**src/rtl/result_collector.sv**
```systemverilog
// Collects four convolution output elements from a PE/systolic array, one
// strobe per element in any order, then drains them in element order
// (r00, r01, r10, r11) over a valid/ready port. Protocol misuse raises a
// sticky err flag without disturbing already stored values.
module result_collector #(
  parameter int unsigned DATA_W = 8
) (
  input  logic              clk,
  input  logic              rst,
  input  logic              clear,
  input  logic [DATA_W-1:0] din,
  input  logic              c00,
  input  logic              c01,
  input  logic              c10,
  input  logic              c11,
  output logic              out_valid,
  input  logic              out_ready,
  output logic [DATA_W-1:0] out_data,
  output logic [1:0]        out_addr,
  output logic [DATA_W-1:0] r00,
  output logic [DATA_W-1:0] r01,
  output logic [DATA_W-1:0] r10,
  output logic [DATA_W-1:0] r11,
  output logic              done,
  output logic              err
);

  typedef enum logic [1:0] {StIdle, StCollect, StDrain, StDone} state_e;

  state_e            state_q, state_d;
  logic [3:0]        mask_q, mask_d;
  logic [1:0]        addr_q, addr_d;
  logic              err_q, err_d;
  logic [DATA_W-1:0] res_q [4];
  logic [DATA_W-1:0] res_d [4];

  logic [3:0] strobe;
  logic       one_hot;
  logic [1:0] idx;

  assign strobe  = {c11, c10, c01, c00};
  // Exactly one strobe high: non-zero and a power of two.
  assign one_hot = (strobe != 4'b0000) && ((strobe & (strobe - 4'd1)) == 4'b0000);

  // Encode the single active strobe into an element index.
  always_comb begin
    idx = 2'd0;
    unique case (strobe)
      4'b0010: idx = 2'd1;
      4'b0100: idx = 2'd2;
      4'b1000: idx = 2'd3;
      default: idx = 2'd0;
    endcase
  end

  // Next-state: capture, drain handshake, error flagging; clear wins over all.
  always_comb begin
    state_d = state_q;
    mask_d  = mask_q;
    addr_d  = addr_q;
    err_d   = err_q;
    for (int i = 0; i < 4; i++) res_d[i] = res_q[i];

    if (clear) begin
      state_d = StIdle;
      mask_d  = 4'b0000;
      addr_d  = 2'd0;
      err_d   = 1'b0;
      for (int i = 0; i < 4; i++) res_d[i] = '0;
    end else begin
      unique case (state_q)
        StIdle, StCollect: begin
          if (strobe != 4'b0000) begin
            if (!one_hot) begin
              err_d = 1'b1;
            end else if ((mask_q & strobe) != 4'b0000) begin
              // Duplicate element: keep the first value.
              err_d = 1'b1;
            end else begin
              mask_d     = mask_q | strobe;
              res_d[idx] = din;
              if ((mask_q | strobe) == 4'b1111) begin
                state_d = StDrain;
                addr_d  = 2'd0;
              end else begin
                state_d = StCollect;
              end
            end
          end
        end
        StDrain: begin
          if (strobe != 4'b0000) err_d = 1'b1;
          if (out_ready) begin
            if (addr_q == 2'd3) begin
              state_d = StDone;
              addr_d  = 2'd0;
            end else begin
              addr_d = addr_q + 2'd1;
            end
          end
        end
        StDone: begin
          if (strobe != 4'b0000) err_d = 1'b1;
        end
      endcase
    end
  end

  // State registers with asynchronous active-high reset.
  always_ff @(posedge clk or posedge rst) begin
    if (rst) begin
      state_q <= StIdle;
      mask_q  <= 4'b0000;
      addr_q  <= 2'd0;
      err_q   <= 1'b0;
      for (int i = 0; i < 4; i++) res_q[i] <= '0;
    end else begin
      state_q <= state_d;
      mask_q  <= mask_d;
      addr_q  <= addr_d;
      err_q   <= err_d;
      for (int i = 0; i < 4; i++) res_q[i] <= res_d[i];
    end
  end

  // Outputs decode directly from registered state, so rst drops them at once.
  always_comb begin
    out_valid = (state_q == StDrain);
    done      = (state_q == StDone);
    out_addr  = addr_q;
    out_data  = res_q[addr_q];
    err       = err_q;
    r00       = res_q[0];
    r01       = res_q[1];
    r10       = res_q[2];
    r11       = res_q[3];
  end

endmodule

```
**config.mk**
```make
export PLATFORM = sky130hd
export DESIGN_NAME = result_collector
export DESIGN_NICKNAME = d
export VERILOG_FILES = /design/src/rtl/result_collector.sv
export SDC_FILE = /design/constraint.sdc
export NUM_CORES = 1
export LEC_CHECK = 0
export CAP_MARGIN = 25
export CORE_ASPECT_RATIO = 1.25
export CORE_UTILIZATION = 50
export CTS_CLUSTER_SIZE = 25
export DETAILED_ROUTE_END_ITERATION = 8
export PLACE_DENSITY = 0.85
export SLEW_MARGIN = 20
export SYNTH_ARGS = -nofsm -noshare
export SYNTH_HDL_FRONTEND = slang
export SYNTH_SLANG_ARGS = --single-unit
```
**constraint.sdc**
```tcl
create_clock -name clk -period 3.75 [get_ports clk]
set_input_delay 0.75 -clock clk [delete_from_list [all_inputs] [get_ports clk]]
set_output_delay 0.75 -clock clk [all_outputs]
set_load 0.02 [all_outputs]
```
==> results.sh <==
export IMPL_rows=25
export IMPL_clk_path_buf_depth=2
export IMPL_netlist_instances=179
export IMPL_postCtsResizedCells=0
export IMPL_clkTransAtPathRegs_ns=0.07
export IMPL_cp_required_ns=3.00
export IMPL_worst_setup_path_end_kind="output port"
export IMPL_place_inst=282
export IMPL_holdPathStages=1
export IMPL_power_total_w=0.000872
export IMPL_viasPerCell=5.48
export IMPL_die_y_um=72.9
export IMPL_fp_dieW_um=58.7
export IMPL_drt_pre_antenna_iters=4
export IMPL_layout_drive_gt1_share=0.0766
export IMPL_cts_tree="built"
export IMPL_hpwl_mm=3.17
export IMPL_slowest_delay_ns=0.77
export IMPL_core_area_sq_um=3820
export IMPL_worstRegToRegCells=5
export IMPL_routedWlPerCell_um=16.2
export IMPL_cap_violations=0
export IMPL_grt_remaining_overflow=0
export IMPL_synth_top_cell_area_share=0.510
export IMPL_ir_drop_mv=0.245
export IMPL_clock_latency_ns=0.30
export IMPL_relSlewSlack=0.427
export IMPL_worstHoldPathType="flip-flop to flip-flop"
export IMPL_power_density_nw_per_um2=320
export IMPL_multiInputGateArea_sq_um=890
export IMPL_io_pins=61
export IMPL_htreeDepth=2
export IMPL_arrival_ns=2.21
export IMPL_cts_sinks=41
export IMPL_synth_cell_types=28
export IMPL_clockRootBuffer="clkbuf_8"
export IMPL_period_share=0.789
export IMPL_postRouteWirelength_mm=4.68
export IMPL_cts_hold_buf=0
export IMPL_synth_seq_cells=41
export IMPL_drc=0
export IMPL_first_global_vias=1499
export IMPL_synth_area_sq_um=2010
export IMPL_grt_pass1_wl_mm=7.45
export IMPL_grt_max_degree=42
export IMPL_start_util=0.527
export IMPL_ys_seq_area_frac=0.510
export IMPL_nets=252
export IMPL_path_cells="mux4_2 > clkdlybuf4s50_1"
export IMPL_synth_area_top_cells="dfrtp_1 (51%), mux2i_1 (16%), mux4_2 (9.0%)"
export IMPL_drtIter0Drc=87
export IMPL_finalHoldViolations=0
export IMPL_synth_avg_cell_area_sq_um=11.2
export IMPL_grt_usage=0.240
export IMPL_gp_congestion=0.865
export IMPL_synthesis_nets=196
export IMPL_worstSetupPathType="flip-flop to output port"
export IMPL_synthToLayoutAreaGrowth_pct=35.3
export IMPL_fillCellCount=295
export IMPL_antenna_cells=0
export IMPL_critical_path_max_fanout=11
export IMPL_finalCriticalPeriod_ns=2.96
export IMPL_skew_ns=0.00446
export IMPL_fin_cells=289
export IMPL_p_leak_nw=1.35
export IMPL_io_buffers=60
export IMPL_maxSlewViolCount=0
export IMPL_cts_made_buffers=5
export IMPL_area_sequential_sq_um=1030
export IMPL_antenna_left=0
export IMPL_antenna_found_initial=0
export IMPL_post_cts_buffers=0
export IMPL_startpoint_type="flip-flop"
export IMPL_fin_tns_setup_ns=0
export IMPL_crit_slowest_cell="dfrtp_1"
export IMPL_synth_top_cell_by_area="dfrtp_1"
export IMPL_ys_warn_count=0
export IMPL_die_area_sq_um=4280
export IMPL_max_freq_mhz=338
export IMPL_setup_viol=0
export IMPL_tightestPinTransition_ns=0.856
export IMPL_rsz0062_at_grt="no"
export IMPL_vias=1584
export IMPL_status="completed"
-- area by class of cell --
| cell class | instances | share of cell area |
|---|---|---|
| multi-input cells | 116 | 0.327 |
| repair buffers | 63 | 0.229 |
| flip-flops and latches | 41 | 0.377 |
| well taps | 54 | 0.0248 |
| inverters | 8 | 0.0110 |
| clock buffers | 7 | 0.0317 |
-- layout by cell type (no fill, tap or decap) --
cell type        synthesis  final
a21oi_1                  9      9
o22ai_1                  3      3
a32o_1                   1      1
mux2i_1                 32     32
mux4_2                   8      8
nand2_1                  3      3
nand4_1                  1      1
inv_1                    8      8
nand3_1                  2      2
a221o_1                  2      2
a22o_1                   2      2
nor3_1                   2      2
o21ai_0                  2      2
nand3b_1                 1      1
nor2_1                  39     39
and2_1                   1      1
clkbuf_1                 7      1
a22oi_1                  1      1
o211ai_1                 1      1
buf_4                    0      3
a22oi_2                  1      1
o31a_1                   1      1
nor2b_1                  2      2
xor2_1                   1      1
clkbuf_8                 0      6
clkdlybuf4s50_1          0     60
dfrtp_1                 41     41
ha_1                     1      1
-- cell families after synthesis --
| logic type | share of synthesized area |
|---|---|
| flip-flops | 0.510 |
| XOR/XNOR | 0.00435 |
| AO/OA/AOI/OAI | 0.0784 |
| adder cells (fa/ha/maj) | 0.00622 |
| AND/OR/NAND/NOR | 0.104 |
| buffers and inverters | 0.0479 |
| multiplexers | 0.249 |
-- layer usage --
layer  share of wire  vias up  routed length, um  global-route usage
li1                -      737                  -                   -
met4           0.027        0                125               0.124
met5               0        -                  0                   0
met3           0.053       11                246              0.0550
met1            0.43      774               2010               0.321
met2            0.49       62               2290               0.364
-- through the flow --
stage,util,hold WS [ns],instance area (sq um),setup slack (ns)
4_1_cts,0.713,0.543,2720,0.754
5_1_grt,0.713,0.563,2720,0.665
2_1_floorplan,-,0.507,2010,1.43
3_5_place_dp,0.691,0.527,2640,0.819
6_report,0.713,0.539,2720,0.791
3_3_place_gp,0.691,0.522,2640,0.896
-- registers in the layout, indices dropped and copies added, names as in the netlist --
signal and cells:
r10 8, state_q 2, out_addr 2, r11 8, err 1, r00 8
r01 8, mask_q 4
-- report_power, final --
group / switching, W / total [W] / internal (W)
sequential: 0.0000102 / 0.000464 / 0.000453
clock: 0.000142 / 0.000288 / 0.000146
combinational: 0.0000643 / 0.000120 / 0.0000559
total: 0.000216 / 0.000872 / 0.000655
-- cells in the mapped netlist --
library cell,number
nand3b_1,1
nand3_1,2
a221o_1,2
buf_2,5
mux4_2,8
ha_1,1
clkbuf_1,7
a21oi_1,9
o21ai_0,2
nand4_1,1
buf_1,1
nand2_1,3
nor2_1,39
a32o_1,1
buf_6,1
o22ai_1,3
and2_1,1
nor3_1,2
dfrtp_1,41
a22oi_2,1
inv_1,8
o211ai_1,1
xor2_1,1
mux2i_1,32
o31a_1,1
nor2b_1,2
a22o_1,2
a22oi_1,1
-- path summary, 6_finish.rpt --
path,endpoint,start,slack (ns)
min reg2reg,state_q[0],state_q[0],0.54
max reg2reg,r01[0],mask_q[1],1.75
max,out_data[1],out_addr[1],0.79
min in group asynchronous,r10[2],rst,0.88
min,state_q[0],state_q[0],0.54
max in group asynchronous,r11[7],rst,2.52
-- worst max-delay path: cells and delay by family, from the launching register on --
kind     cells  cell delay, ns
flops        1            0.77
buf+inv      1            0.55
mux          1            0.59
Note: power is estimated with default switching activity, not from simulation.
